<file path="src/rtl/drs_readout_scheduler.sv">
// Trigger acceptance and READ/ACK/HOLD sequencing for the DRS readout engine.
// Counts accepted and rejected triggers and flags stuck handshakes with a sticky timeout.
module drs_readout_scheduler #(
    parameter logic [19:0] TIMEOUT_CYC = 20'd65535
) (
    input  logic        CLK,
    input  logic        RST,
    input  logic        ENABLE,
    input  logic        TRIG,
    input  logic        DFIFO_PROGFULL,
    input  logic        DRS_READ_DONE,
    input  logic [7:0]  HOLDOFF,
    input  logic        CLR_ERR,
    output logic [3:0]  DRS_STATE_COM,
    output logic        BUSY,
    output logic [31:0] EVENT_CNT,
    output logic [15:0] DROP_CNT,
    output logic        TIMEOUT_ERR
);

    typedef enum logic [1:0] {S_IDLE, S_READ, S_ACK, S_HOLD} state_t;

    state_t      state_q, state_d;
    logic [19:0] tmo_q, tmo_d;
    logic [7:0]  hold_q, hold_d;
    logic [3:0]  com_q, com_d;
    logic        busy_q, busy_d;
    logic [31:0] ev_q, ev_d;
    logic [15:0] drop_q, drop_d;
    logic        err_q, err_d;

    logic        accept;
    logic        tmo_hit;
    logic        tmo_set;
    logic [7:0]  hold_load;

    assign accept    = (state_q == S_IDLE) && TRIG && ENABLE && !DFIFO_PROGFULL;
    // Counter holds cycles already spent, so this fires on the TIMEOUT_CYC-th cycle.
    assign tmo_hit   = (({1'b0, tmo_q} + 21'd1) >= {1'b0, TIMEOUT_CYC});
    assign hold_load = (HOLDOFF == 8'd0) ? 8'd0 : (HOLDOFF - 8'd1);

    always_ff @(posedge CLK or posedge RST) begin
        if (RST) begin
            state_q <= S_IDLE;
            tmo_q   <= 20'd0;
            hold_q  <= 8'd0;
            com_q   <= 4'd0;
            busy_q  <= 1'b0;
            ev_q    <= 32'd0;
            drop_q  <= 16'd0;
            err_q   <= 1'b0;
        end else begin
            state_q <= state_d;
            tmo_q   <= tmo_d;
            hold_q  <= hold_d;
            com_q   <= com_d;
            busy_q  <= busy_d;
            ev_q    <= ev_d;
            drop_q  <= drop_d;
            err_q   <= err_d;
        end
    end

    always_comb begin
        state_d = state_q;
        tmo_d   = tmo_q;
        hold_d  = hold_q;
        tmo_set = 1'b0;
        case (state_q)
            S_IDLE: begin
                if (accept) begin
                    state_d = S_READ;
                    tmo_d   = 20'd0;
                end
            end
            S_READ: begin
                tmo_d = tmo_q + 20'd1;
                if (DRS_READ_DONE) begin
                    state_d = S_ACK;
                    tmo_d   = 20'd0;
                end else if (tmo_hit) begin
                    state_d = S_ACK;
                    tmo_d   = 20'd0;
                    tmo_set = 1'b1;
                end
            end
            S_ACK: begin
                tmo_d = tmo_q + 20'd1;
                if (!DRS_READ_DONE) begin
                    state_d = S_HOLD;
                    hold_d  = hold_load;
                end else if (tmo_hit) begin
                    state_d = S_HOLD;
                    hold_d  = hold_load;
                    tmo_set = 1'b1;
                end
            end
            S_HOLD: begin
                if (hold_q == 8'd0) begin
                    state_d = S_IDLE;
                end else begin
                    hold_d = hold_q - 8'd1;
                end
            end
            default: state_d = S_IDLE;
        endcase
    end

    // Outputs are decoded from the next state so they register alongside it.
    always_comb begin
        com_d  = 4'd0;
        busy_d = (state_d != S_IDLE);
        if (state_d == S_READ) begin
            com_d = 4'd5;
        end else if (state_d == S_ACK) begin
            com_d = 4'd6;
        end
        ev_d   = accept ? (ev_q + 32'd1) : ev_q;
        drop_d = drop_q;
        if (TRIG && ENABLE && !accept && (drop_q != 16'hFFFF)) begin
            drop_d = drop_q + 16'd1;
        end
        err_d = err_q;
        if (tmo_set) begin
            err_d = 1'b1;
        end else if (CLR_ERR) begin
            err_d = 1'b0;
        end
    end

    assign DRS_STATE_COM = com_q;
    assign BUSY          = busy_q;
    assign EVENT_CNT     = ev_q;
    assign DROP_CNT      = drop_q;
    assign TIMEOUT_ERR   = err_q;

endmodule

</file>
<file path="config.mk">
export PLATFORM = sky130hd
export DESIGN_NAME = drs_readout_scheduler
export DESIGN_NICKNAME = d
export VERILOG_FILES = /design/src/rtl/drs_readout_scheduler.sv
export SDC_FILE = /design/constraint.sdc
export NUM_CORES = 1
export LEC_CHECK = 0
export ABC_AREA = 1
export CAP_MARGIN = 40
export CORE_UTILIZATION = 35
export DETAILED_ROUTE_END_ITERATION = 10
export PLACE_DENSITY_LB_ADDON = 0.08
export RECOVER_POWER = 100
export SYNTH_ARGS = -nofsm -noshare
export SYNTH_HDL_FRONTEND = slang
export SYNTH_SLANG_ARGS = --single-unit
</file>
<file path="constraint.sdc">
create_clock -name CLK -period 4.3 [get_ports CLK]
set_input_delay 1.29 -clock CLK [delete_from_list [all_inputs] [get_ports CLK]]
set_output_delay 1.29 -clock CLK [all_outputs]
set_load 0.005 [all_outputs]
</file>
* After elaboration in Yosys (flattened, before gate mapping)
Cells that the tools add are included.
Word-level totals: register bits after elaboration 84, input bits 15, output and inout port bits 54, word-level logic and storage cells 65
Operators by class: add/sub/neg operators 6, order comparisons 1, equal/unequal tests 9, multiplexer cells 24, reduce and logical (&&, ||, !) cells 17
Operator list (number):
- $mux W20 | 3
- $pmux W20 S3 | 1
- $add A32 B1 Y32 const B | 1
- $mux W8 | 4
- $add A20 B1 Y21 const B | 1
- $ge A21 B16 Y1 const B | 1
- $add A20 B1 Y20 const B | 1
- $add A16 B1 Y16 const B | 1
- $logic_not A8 Y1 | 2
- $ne A16 B16 Y1 const B | 1
- $pmux W8 S2 | 1
- $sub A8 B1 Y8 const B | 2
- $mux W2 | 6
- $pmux W2 S4 | 1
- $eq A2 B2 Y1 const B | 3
- $logic_and A1 B1 Y1 | 6
- $mux W3 | 2
- $reduce_bool A2 Y1 | 3
- $mux W1 | 5
- $eq A2 B1 Y1 const B | 2
- $ne A2 B2 Y1 const B | 2
- $ne A3 B3 Y1 const B | 1
- $reduce_and A3 Y1 | 1
- $reduce_bool A3 Y1 | 1
- 4 further kinds | 5

* Depth between registers and ports, before layout
Gate-level depths: netlist of the first run.
word-level depth 9, gate-level depth with buffers 16, gate-level depth less buffers 16

* Least setup slack after synthesis of the first run
Ideal clock, no wire load.
path type input port to flip-flop, from input ENABLE, to register ev_q[30] (netlist: EVENT_CNT[30]), setup time 123 ps, arrival time 2591 ps, path slack 1586 ps, stages on the path 10, path buffers 0, cell sequence nand3_1 > nor2_4 > nand3_1 > nor2_2 > nand3_1 > nor2_2 > nand4_1 > nor2_2 > nand3_1 > xnor2_1
On the way: longest elaborated chain between the ends 2
Ends and longest elaborated chain:
- start: declaration | line 8 | input logic ENABLE,
- $logic_and A1 B1 Y1 (2 in a row) | line 37 | assign accept = (state_q == S_IDLE) && TRIG && ENABLE && !DFIFO_PROGFULL;
- end signal: assignment | line 58 | ev_q <= ev_d;
- end: declaration | line 28 | logic [31:0] ev_q, ev_d;
No other way between the ends. A chain may end at the register's enable or synchronous reset.

* Final worst setup path of the first run
from input ENABLE, to register ev_q[29] (netlist: EVENT_CNT[29])
The elaborated chain is that of the path after synthesis.

==> flow_summary.ini, run 1 <==
[status]
outcome = complete, but fails checks
violations = max-capacitance violations, max-slew violations

[worst_setup_path]
critical_path_required_ps = 4570
cp-start-kind = input port
r2r_cells = 12
regToRegStartpoint = tmo_q[0]
critPathArrivalTime_ps = 3800
startpoint = ENABLE
cp_max_fo = 8
cp_slowest_cell = dlygate4sd3_1
cp.depth = 11
end_kind = flip-flop
path_delay_family = simple AND/OR/NAND/NOR gates
worstPathCellList = dlygate4sd3_1, nand3_1, nor2_1, inv_2, nor2_1, nand2_1, nor2_1, nand2_1, nor2_2, nor4b_2, xor2_1
path_common_cell = nor2_1
slowest_delay_ps = 550
critical_path_buf_inv_count = 2
path_class = in2reg

[die]
fp.dieH_um = 121
die_area_sq_um = 14500
start_util_pct = 36.6
ios = 69
die_width_um = 121
coreArea_sq_um = 13500
rows = 42

[placed_design]
place.port_buffers = 67
gp_congestion = 0.803
hpwl_um = 8440

[synth]
synth_top_area_share_pct = 42.2
synth-async-reset-ratio_pct = 100
synth_seq_area_share_pct = 42.2
syn_nets = 634
synth-seq-cells = 83
yosysMostFrequentCell = nand2_1
ys.flop_type = dfrtp_1
synth_edf_count = 0
yosys_warnings = 0
synth.top_cells.by_count = nand2_1 (159), dfrtp_1 (83), inv_1 (68)
ys_top_cells_by_area = dfrtp_1 (42%), nand2_1 (12%), xnor2_1 (5.3%)
yosysTopAreaCell = dfrtp_1
postSynthAreaPerCell_sq_um = 8.13
synth_cell_types = 38
netlist_area_sq_um = 4920
syn_inst = 605

[cts]
clock_latency_ps = 350
cts_resized = 0
numCtsBuffers = 9
cts_tree = built
htree_levels = 3
post_cts.repair.setup_buffers = 0
root_buffer = clkbuf_16
cts.path.max_buffers = 2
clock_sinks = 83
cts_hold_buffers = 0
cts.clk_slew.worst_paths_ps = 70

[drt]
final_antenna_net_count = 0
routed_wl_um = 11300
post_drt_wl_per_cell_um = 13.1
via_per_inst = 4.67
vias = 4019
drc_errors = 0
dr.first_iter.drc_count = 234
firstDrtPassIters = 4

[timing]
fmax_mhz = 283
clock_skew_ps = 8.28
final.setup.tns_ps = 0
hold_viol = 0
maxSlewHeadroom_pct = -37.9
finalMaxSlewViolations = 84
hold_ws_ps = 474
rsz0062_at_grt = false
period_needed_ps = 3530
tightest_slew_ps = 2070
setup_viol = 0
layout_worst_path_cycle_share_pct = 82.1

[job]
maxCapViolations = 1

[power]
switchingPower_mw = 0.972
p_leak_nw = 2.81
pwr-share-seq_pct = 39.1
switching_share_pct = 37.5
vdd_drop_max_mv = 0.230
combPwrFrac_pct = 32.5
p_int_mw = 1.62
p_clk_share_pct = 28.3
p_per_area_nw_per_um2 = 435

[worst_hold_path]
hold_class = reg2reg
min-delay-start = EVENT_CNT[31]
min_path_cells = 1

[finish]
num_antenna_cells = 0
area_growth_pct = 21.3
drive_gt1_share_pct = 8.76
fin_nets = 709
fill_cells = 1432

[grt]
grt_max_degree = 84
grt_usage_pct = 17.0
grt_pass1_wl_um = 19400
grt_overflow = 0
grt_pass1_vias = 3984
antenna_found_initial = 0
==> final cells by class <==
class / instances / area [sq um] / share of cell area, %
clock buffer: 9 / 225 / 3.77
timing repair buffer: 69 / 683 / 11.4
multi-input combinational: 444 / 2430 / 40.7
clock inverter: 7 / 53.8 / 0.902
tap: 176 / 220 / 3.69
inverter: 73 / 277 / 4.63
sequential: 83 / 2080 / 34.8
==> flip-flops by register name, indices dropped and copies added, names as in the netlist <==
signal,cells
TIMEOUT_ERR,1
EVENT_CNT,32
DROP_CNT,16
DRS_STATE_COM,3
BUSY,1
state_q,2
tmo_q,20
hold_q,8
==> through the flow <==
stage / total power, mW / instances / cell area (sq um) / setup WS, ps / utilization, %
after floorplan: 1.67 / 605 / 4920 / 873 / -
after global placement: 1.93 / 845 / 5790 / 875 / 43.0
after detailed placement: 1.94 / 845 / 5790 / 837 / 43.0
after CTS: 2.70 / 861 / 6070 / 1190 / 45.1
after global routing: 2.80 / 861 / 5970 / 482 / 44.4
final: 2.59 / 861 / 5970 / 769 / 44.4
==> cells in the final DEF (no fill, tap or decap), types with 3 or more instances in the layout <==
cell type          n
nand3b_1           3
inv_1             67
ha_1              14
dlygate4sd3_1     55
inv_2              4
xor2_1            27
nand2_1          159
nand2_2           10
nor2_2            11
nor2_1            60
and3_1             3
nand3_1           43
nor3_1            16
o21bai_1           3
xnor2_1           30
nand4_1            8
nor2_4             3
clkinvlp_4         3
o22ai_1            4
o21ai_2            5
a21oi_1            6
clkdlybuf4s50_1   12
clkbuf_16          9
o21ai_0           25
dfrtp_1           83
==> per-layer routing <==
metal	global-route usage, %	wire [um]	vias up
met5	0	0	-
met4	5.79	165	0
met3	3.73	380	12
met2	26.6	5120	60
met1	23.3	5590	1884
li1	-	-	2063
==> power groups by stage <==
stage          Combinational (mW)  Clock (mW)  Sequential [mW]
3_5_place_dp                0.914           0             1.03
3_3_place_gp                0.903           0             1.03
2_1_floorplan               0.665           0             1.01
6_report                    0.844       0.735             1.02
5_1_grt                     0.976       0.786             1.04
4_1_cts                     0.922       0.760             1.02
==> final timing paths <==
kind,to,slack (ps)
min,EVENT_CNT[31],470
max in group asynchronous,EVENT_CNT[30],1040
min reg2reg,EVENT_CNT[31],470
max,EVENT_CNT[29],770
min in group asynchronous,tmo_q[1],2030
max reg2reg,hold_q[2],1090
==> cell families (layout without fill, tap and decap cells) <==
group / count (synthesis) / count (layout) / share of synthesized area [%]
AOI/OAI and AO/OA: 48 / 48 / 7.07
xor gates and xnor gates: 57 / 57 / 10.2
adders and majority gates: 14 / 14 / 3.56
buffers and inverters: 78 / 158 / 6.62
DFF: 83 / 83 / 42.2
other: 1 / 1 / 0.0763
and+or+nand+nor: 324 / 324 / 30.3
No activity file was read; power rests on OpenSTA's default activity.
==> inputs of run 2 (changes only) <==
==> constraint.sdc (replaced) <==
create_clock -name CLK -period 3.05 [get_ports CLK]
set_input_delay 0.915 -clock CLK [delete_from_list [all_inputs] [get_ports CLK]]
set_output_delay 0.915 -clock CLK [all_outputs]
set_load 0.005 [all_outputs]
==> flow_summary.ini, run 2 (synthesis gave the netlist of run 1 again) <==
[timing]
maxSlewHeadroom_pct = 21.1
final.setup.tns_ps = 0
setup_viol = 0
hold_viol = 0
layout_worst_path_cycle_share_pct = 89.9
hold_ws_ps = 470
finalMaxSlewViolations = 0
rsz0062_at_grt = false
clock_skew_ps = 4.90
period_needed_ps = 2740
tightest_slew_ps = 1180
fmax_mhz = 365

[finish]
fill_cells = 1399
num_antenna_cells = 0
final_common_cell = nand2_1
area_growth_pct = 23.8
fin_area_sq_um = 6090
largest_register_ffs = 32
final_cell_mix = nand2_1 (159), dfrtp_1 (83), inv_1 (67)
drive_gt1_share_pct = 9.54
fin_nets = 716

[job]
maxCapViolations = 0

[drt]
firstDrtPassIters = 4
drc_errors = 0
dr.first_iter.drc_count = 217
via_per_inst = 4.59
post_drt_wl_per_cell_um = 13.0
vias = 3984
final_antenna_net_count = 0
routed_wl_um = 11200

[cts]
cts_hold_buffers = 0
htree_levels = 3
root_buffer = clkbuf_16
post_cts.repair.setup_buffers = 0
numCtsBuffers = 9
clock_sinks = 83
cts.clk_slew.worst_paths_ps = 60
cts_tree = built
clock_latency_ps = 350
cts.path.max_buffers = 2
cts_resized = 0

[worst_setup_path]
critical_path_buf_inv_count = 1
slowest_delay_ps = 550
regToRegStartpoint = tmo_q[0]
cp_slowest_cell = dlygate4sd3_1
critical_path_required_ps = 3290
path_common_cell = nand3_1
worstPathCellList = dlygate4sd3_1, nand3_1, nor2_4, nand3_1, nor2_1, nand3_1, nor2_2, nand4_1, nor2_2, nand3_1, xnor2_1
end_kind = flip-flop
critPathArrivalTime_ps = 2980
path_delay_family = simple AND/OR/NAND/NOR gates
r2r_cells = 14
path_class = in2reg
cp_max_fo = 8
cp-start-kind = input port
ff2ff_setup_slack_ps = 380
timing.rr.end = DRS_STATE_COM[2]

[die]
die_area_sq_um = 14500
rows = 42
ios = 69
die_width_um = 121
start_util_pct = 36.6
coreArea_sq_um = 13500
fp.dieH_um = 121

[placed_design]
place.port_buffers = 67
place_area_sq_um = 5840
gp_congestion = 0.796
hpwl_um = 8330

[worst_hold_path]
min-delay-start = EVENT_CNT[31]
hold_end = EVENT_CNT[31]
hold_class = reg2reg
min_path_cells = 1

[status]
outcome = completed

[grt]
grt_overflow = 0
grt_pass1_vias = 3999
grt_usage_pct = 17.0
antenna_found_initial = 0
grt_pass1_wl_um = 19200
grt_max_degree = 42

[power]
pwr-share-seq_pct = 36.8
switching_share_pct = 35.5
p_per_area_nw_per_um2 = 638
vdd_drop_max_mv = 0.355
switchingPower_mw = 1.38
power.total_mw = 3.88
p_int_mw = 2.50
p_leak_nw = 2.86
p_clk_share_pct = 31.9
combPwrFrac_pct = 31.4
-- run 2: changes by cell type in the layout (fill, tap and decap cells not counted), sizes merged --
cell | previous run | this run
clkbuf | 10 | 17
buf | 1 | 3
clkinvlp | 4 | 2
bufinv | 0 | 2
inv | 72 | 71
clkinv | 4 | 3
-- run 2: area by class of cell --
type / count / area (sq um) / share of cell area, %
flip-flops and latches: 83 / 2080 / 34.1
clock inverters: 5 / 85.1 / 1.40
repair buffers: 76 / 731 / 12.0
multi-input cells: 444 / 2440 / 40.2
inverters: 73 / 277 / 4.54
well taps: 176 / 220 / 3.62
clock buffers: 11 / 253 / 4.15
-- run 2: worst max-delay path by stage --
stage | startpoint | to | slack, ps | cells past startpoint
2_1_floorplan | ENABLE | EVENT_CNT[30] | 710 | 10
5_1_grt | TRIG | EVENT_CNT[29] | 80 | 11
3_5_place_dp | ENABLE | EVENT_CNT[30] | -3 | 11
4_1_cts | tmo_q[0] | DRS_STATE_COM[2] | 370 | 14
6_report | TRIG | EVENT_CNT[30] | 310 | 11
3_3_place_gp | ENABLE | EVENT_CNT[30] | 50 | 11
-- run 2: power groups by stage --
stage                     Clock, mW  Sequential, mW  Combinational [mW]
final                          1.24            1.43                1.22
after CTS                      1.28            1.43                1.35
after floorplan                   0            1.42               0.938
after detailed placement          0            1.45                1.34
after global routing           1.31            1.45                1.41
after global placement            0            1.45                1.32
-- run 2: metrics by stage --
stage	instances	utilization (%)	setup WS, ps
floorplan	605	-	711
global placement	852	43.4	49.6
detailed placement	852	43.4	-3.07
CTS	868	45.9	370
global route	868	45.2	79.7
finish	868	45.2	309
-- run 2: metal layers --
metal | global-route usage, % | part of all wire, % | wire length, um | up-vias
met3 | 4.67 | 3.6 | 409 | 14
met1 | 23.3 | 50 | 5600 | 1841
li1 | - | - | - | 2077
met5 | 0 | 0 | 0 | -
met2 | 25.6 | 45 | 5040 | 52
met4 | 6.02 | 1.7 | 189 | 0
